[src/rtl/mem_arbiter.sv]
// Arbitrates instruction and data requests onto a single word-wide RAM port; data wins ties.
// Optional MEM_ARBITER_ALIGN_CHECK_EN adds dmem_misalign and rejects misaligned half/word accesses.
module mem_arbiter #(
  parameter int LDST_WIDTH_W = 2
) (
  input  logic                    CLK,
  input  logic                    nRST,
  input  logic                    imem_ren,
  input  logic [31:0]             imem_addr,
  output logic [31:0]             imem_load,
  output logic                    ihit,
  input  logic                    dmem_ren,
  input  logic                    dmem_wen,
  input  logic [31:0]             dmem_addr,
  input  logic [31:0]             dmem_store,
  input  logic [LDST_WIDTH_W-1:0] dmem_width,
  output logic [31:0]             dmem_load,
  output logic                    dhit,
`ifdef MEM_ARBITER_ALIGN_CHECK_EN
  output logic                    dmem_misalign,
`endif
  output logic                    ram_ren,
  output logic                    ram_wen,
  output logic [31:0]             ram_addr,
  output logic [3:0]              ram_byteen,
  output logic [31:0]             ram_store,
  input  logic [31:0]             ram_load,
  input  logic                    ram_ready
);

  // state | meaning
  // IDLE  | waiting for a request; data has priority
  // IACC  | instruction read on RAM, waiting for ram_ready
  // DACC  | data read/write on RAM, waiting for ram_ready
  // IDONE | ihit pulse
  // DDONE | dhit pulse
  typedef enum logic [2:0] {IDLE, IACC, DACC, IDONE, DDONE} state_t;

  state_t      state;
  logic [1:0]  lat_width;
  logic [1:0]  lat_lo;
  logic        lat_write;
  logic        skip;

  function automatic logic [3:0] lane_en(input logic [1:0] w, input logic [1:0] a);
    case (w)
      2'd0:    lane_en = 4'b0001 << a;
      2'd1:    lane_en = a[1] ? 4'b1100 : 4'b0011;
      default: lane_en = 4'b1111;
    endcase
  endfunction

  function automatic logic [31:0] store_rep(input logic [1:0] w, input logic [31:0] s);
    case (w)
      2'd0:    store_rep = {4{s[7:0]}};
      2'd1:    store_rep = {2{s[15:0]}};
      default: store_rep = s;
    endcase
  endfunction

  function automatic logic [31:0] load_sel(input logic [1:0] w, input logic [1:0] a,
                                           input logic [31:0] d);
    case (w)
      2'd0: begin
        case (a)
          2'd0:    load_sel = {24'h0, d[7:0]};
          2'd1:    load_sel = {24'h0, d[15:8]};
          2'd2:    load_sel = {24'h0, d[23:16]};
          default: load_sel = {24'h0, d[31:24]};
        endcase
      end
      2'd1:    load_sel = a[1] ? {16'h0, d[31:16]} : {16'h0, d[15:0]};
      default: load_sel = d;
    endcase
  endfunction

`ifdef MEM_ARBITER_ALIGN_CHECK_EN
  // Width codes 2 and 3 are both word accesses.
  function automatic logic is_misaligned(input logic [1:0] w, input logic [1:0] a);
    is_misaligned = (w == 2'd1 && a[0]) || (w[1] && a != 2'd0);
  endfunction

  assign skip = is_misaligned(dmem_width, dmem_addr[1:0]);
`else
  assign skip = 1'b0;
`endif

  always_ff @(posedge CLK or negedge nRST) begin
    if (!nRST) begin
      state      <= IDLE;
      lat_width  <= 2'd0;
      lat_lo     <= 2'd0;
      lat_write  <= 1'b0;
      ihit       <= 1'b0;
      dhit       <= 1'b0;
      imem_load  <= 32'h0;
      dmem_load  <= 32'h0;
      ram_ren    <= 1'b0;
      ram_wen    <= 1'b0;
      ram_addr   <= 32'h0;
      ram_byteen <= 4'h0;
      ram_store  <= 32'h0;
`ifdef MEM_ARBITER_ALIGN_CHECK_EN
      dmem_misalign <= 1'b0;
`endif
    end else begin
      case (state)
        IDLE: begin
          if (dmem_ren || dmem_wen) begin
            lat_width  <= dmem_width;
            lat_lo     <= dmem_addr[1:0];
            lat_write  <= dmem_wen;
            ram_addr   <= dmem_addr & ~32'd3;
            ram_byteen <= lane_en(dmem_width, dmem_addr[1:0]);
            ram_store  <= store_rep(dmem_width, dmem_store);
            if (skip) begin
              dhit  <= 1'b1;
              state <= DDONE;
`ifdef MEM_ARBITER_ALIGN_CHECK_EN
              dmem_misalign <= 1'b1;
`endif
            end else begin
              ram_ren <= !dmem_wen;
              ram_wen <= dmem_wen;
              state   <= DACC;
            end
          end else if (imem_ren) begin
            ram_addr   <= imem_addr & ~32'd3;
            ram_byteen <= 4'hF;
            ram_store  <= 32'h0;
            ram_ren    <= 1'b1;
            state      <= IACC;
          end
        end
        IACC: begin
          if (ram_ready) begin
            ram_ren   <= 1'b0;
            imem_load <= ram_load;
            ihit      <= 1'b1;
            state     <= IDONE;
          end
        end
        DACC: begin
          if (ram_ready) begin
            ram_ren <= 1'b0;
            ram_wen <= 1'b0;
            if (!lat_write) dmem_load <= load_sel(lat_width, lat_lo, ram_load);
            dhit    <= 1'b1;
            state   <= DDONE;
          end
        end
        IDONE: begin
          ihit  <= 1'b0;
          state <= IDLE;
        end
        DDONE: begin
          dhit  <= 1'b0;
`ifdef MEM_ARBITER_ALIGN_CHECK_EN
          dmem_misalign <= 1'b0;
`endif
          state <= IDLE;
        end
        default: state <= IDLE;
      endcase
    end
  end

endmodule
[config.mk]
export PLATFORM = sky130hd
export DESIGN_NAME = mem_arbiter
export DESIGN_NICKNAME = d
export VERILOG_FILES = /design/src/rtl/mem_arbiter.sv
export SDC_FILE = /design/constraint.sdc
export NUM_CORES = 1
export LEC_CHECK = 0
export CORE_MARGIN = 10
export CORE_UTILIZATION = 39
export CTS_CLUSTER_SIZE = 40
export DETAILED_ROUTE_END_ITERATION = 8
export GPL_ROUTABILITY_DRIVEN = 0
export HOLD_SLACK_MARGIN = 0.05
export PLACE_DENSITY_LB_ADDON = 0.1
export SLEW_MARGIN = 5
export SYNTH_ARGS = -nofsm -noshare
export SYNTH_HDL_FRONTEND = slang
export SYNTH_SLANG_ARGS = --single-unit
[constraint.sdc]
create_clock -name CLK -period 1.4 [get_ports CLK]
set_input_delay 0.42 -clock CLK [delete_from_list [all_inputs] [get_ports CLK]]
set_output_delay 0.42 -clock CLK [all_outputs]
set_load 0.02 [all_outputs]
==> flow_summary.toml <==
[logic_synthesis]
yosys.area.top_type = "dfrtp_1"
synth-edff-count = 0
ys_dominant_reg_cell = "dfrtp_1"
mapped_area_sq_um = 6530
synth_cell_type_count = 37
synth_top_area_share_pct = 54.4
synth-simple-area-share_pct = 11.3
async_reset_ff_share_pct = 100
largest_cells_by_area_after_synthesis = "dfrtp_1 54%, mux2i_1 7.4%, nand2_1 6.4%, o21ai_0 6.4%, mux2_2 5.9%"
avgSynthCellArea_sq_um = 10.6
synth-seq-cells = 142
synth_fa_ha_area_share_pct = 0
post_synth_inst_count = 615
post_synth_most_frequent_cells = "142 x dfrtp_1, 112 x nand2_1, 83 x o21ai_0"
synth_top_family_by_area = "compound AO/OA/AOI/OAI gates"
synth_compound_area_share_pct = 14.8
post_synth_xor_area_fraction_pct = 0
post-synth-top-count-cell = "dfrtp_1"
synth_seq_area_share_pct = 54.4
post_synth_mux_area_share_pct = 14.4
syn_warnings = 0

[cells_and_area]
antenna_cells = 0
nNetsFinal = 1163
sequential_cell_area_sq_um = 3560
area_grow_syn2layout_pct = 91.1
layout.filler_cells = 1070
multiInputGateArea_sq_um = 3310
instances_no_fill = 1259
share_of_final_layout_standard_cells_stronger_than_drive_strength_1_pct = 48.9
final_core_area_utilization_pct = 75.5

[sta]
finalHoldViolations = 0
fin_setup_tns_ps = -6320
worst_slack_ps = -135
skew_ps = 10.8
post-route-min-period_ps = 1530
grt_setup_unrepaired = "yes"
final-setup-viol-count = 120
fmax_ghz = 0.652
timing_max_transition_violations_final = 0
timing.final.crit_share_pct = 110

[grt]
via_count_of_the_first_global_routing_pass = 6847
grt_pass1_wl_um = 38400
overflow = 0
grt_antenna_before_repair = 0
maximum_number_of_pins_on_one_net_before_global_route_repair = 52
globalRouteTotalUtil_pct = 22.0

[placed_design]
post-place-cells = 1126
detailedPlace.worstSlack_ps = -585
dp_hpwl_um = 16400
io_port_bufs = 267

[clocking]
tritoncts_num_sinks = 142
cts_buffers = 17
cts_root_buffer = "clkbuf_16"
cts.path.max_buffers = 2
clk_transition_reported_paths_ps = 60
htree_num_levels = 4
clk-insertion-delay-late_ps = 430
cts_tree = "yes"

[pwr]
totalPowerFinal_uw = 29400
p_leak_uw = 0.00583
power-per-cell-area_nw_per_um2 = 2360
peak_supply_drop_uv = 1190

[worst_setup_path]
critical_path_fanouts_max = 8
critPathLaunchType = "register"
worst-endpoint-arrival_ps = 1840
worst-endpoint-required_ps = 1710
cp-end-kind = "register"
crit_type = "register to register"

[detailed_routing]
detail_route.wl_per_cell_um = 21.4
routed-via-count = 6480
drt_wl_total_um = 26900
routed_via_density = 5.15
firstDrtPassIters = 6
post-route-drc-count = 0
initial_drt_markers = 297
antenna_violating_nets_post_route = 0

[status]
run_status = "finished, violations left"
violations = "setup timing"

[floorplanning]
die_height_um = 149
die_area_sq_um = 22300
floorplan.io_pins = 272
placeableCoreArea_sq_um = 16500
std_cell_rows = 47
initial_core_utilization_pct = 39.5
chipWidth_um = 149

[flow_run]
max_cap_violations = 0

[worst_hold_path]
min_path_type = "input pin to register"
==> report_power, final <==
part / internal (uW) / total [uW] / switching (uW)
clock: 2670 / 4480 / 1810
sequential: 6030 / 7630 / 1590
combinational: 9220 / 17300 / 8080
total: 17900 / 29400 / 11500
==> path summary, 6_finish.rpt <==
check / depth (start not counted) / slack [ps] / to / start
max in group asynchronous: 3 / 390 / state[1]$_DFFE_PN0P_ / nRST
setup / recovery: 3 / -130 / imem_load[2]$_DFFE_PN0P_ / state[2]$_DFFE_PN0P_
min in group asynchronous: 2 / 410 / dmem_load[18]$_DFFE_PN0P_ / nRST
hold reg to reg: 2 / 480 / ram_store[18]$_DFFE_PN0P_ / ram_store[18]$_DFFE_PN0P_
hold / removal: 3 / 390 / ihit$_DFFE_PN0P_ / ram_ready
setup reg to reg: 3 / -130 / imem_load[2]$_DFFE_PN0P_ / state[2]$_DFFE_PN0P_
==> placed cells by master (no fill, tap or decap), types with 3 or more instances in the layout <==
master	n
buf_8	4
a21o_1	3
clkbuf_8	5
inv_1	9
a21oi_2	8
mux2_4	15
nand2_2	21
o22ai_1	6
a22o_1	23
clkbuf_16	22
dfrtp_2	5
mux2i_1	48
buf_12	13
buf_6	124
dfrtp_1	137
mux2_2	23
buf_4	135
nor2b_1	17
clkdlybuf4s50_1	128
nand2b_1	8
a22oi_1	8
o21ai_2	61
buf_2	6
a21oi_1	12
o21ai_1	23
nand2_4	17
buf_16	18
o21ai_0	8
clkinvlp_4	3
clkinv_2	3
nand2b_4	3
nand2_1	73
o21ai_4	5
nor2_1	12
==> cell type report <==
type                    instances  share of cell area [%]
repair buffers                438                    37.8
flip-flops and latches        142                    28.5
multi-input cells             418                    26.5
clock buffers                  22                    3.96
well taps                     220                    2.21
clock inverters                 9                   0.682
inverters                      10                   0.301
==> registers in the layout (all words and copies together), names as in the netlist <==
signal and count:
ram_byteen 4, dmem_load 32, ram_addr 30, ram_wen 1
dhit 1, imem_load 32, lat_write 1, ihit 1
ram_ren 1, state 3, ram_store 32, lat_width 2
lat_lo 2
==> cell families after synthesis <==
family / Yosys count
simple gates: 164
buf+inv: 57
mux: 88
compound gates: 163
flops: 142
other cells: 1
==> repair_timing <==
action                                  in CTS  in global routing
pin swaps                                   30                 82
setup buffers                               28                 52
endpoints found under the hold margin       19                  0
hold buffers                                 1                  0
resized for setup                          794                266
gates cloned                                18                  7
endpoints found under the setup margin     248                250
==> worst max-delay path: stages (launching register included) <==
cell and delay, ps:
dfrtp_2 440, and4bb_4 420, buf_6 210, mux2_2 350
==> per-stage QoR <==
| stage | area, sq um | hold WS, ps |
|---|---|---|
| floorplan | 6570 | 124 |
| global placement | 9890 | 292 |
| detailed placement | 9890 | 291 |
| CTS | 11200 | 418 |
| global route | 12500 | 428 |
| finish | 12500 | 386 |
==> layer usage <==
metal / routed length, um / vias up / part of all wire (%) / track usage, %
met5: 0 / - / 0 / 0
met4: 708 / 0 / 2.6 / 8.24
met3: 2160 / 56 / 8.0 / 7.25
met2: 13600 / 268 / 50 / 36.8
met1: 10500 / 3186 / 39 / 25.6
li1: - / 2970 / - / -
Note: power is estimated with default switching activity, not from simulation.
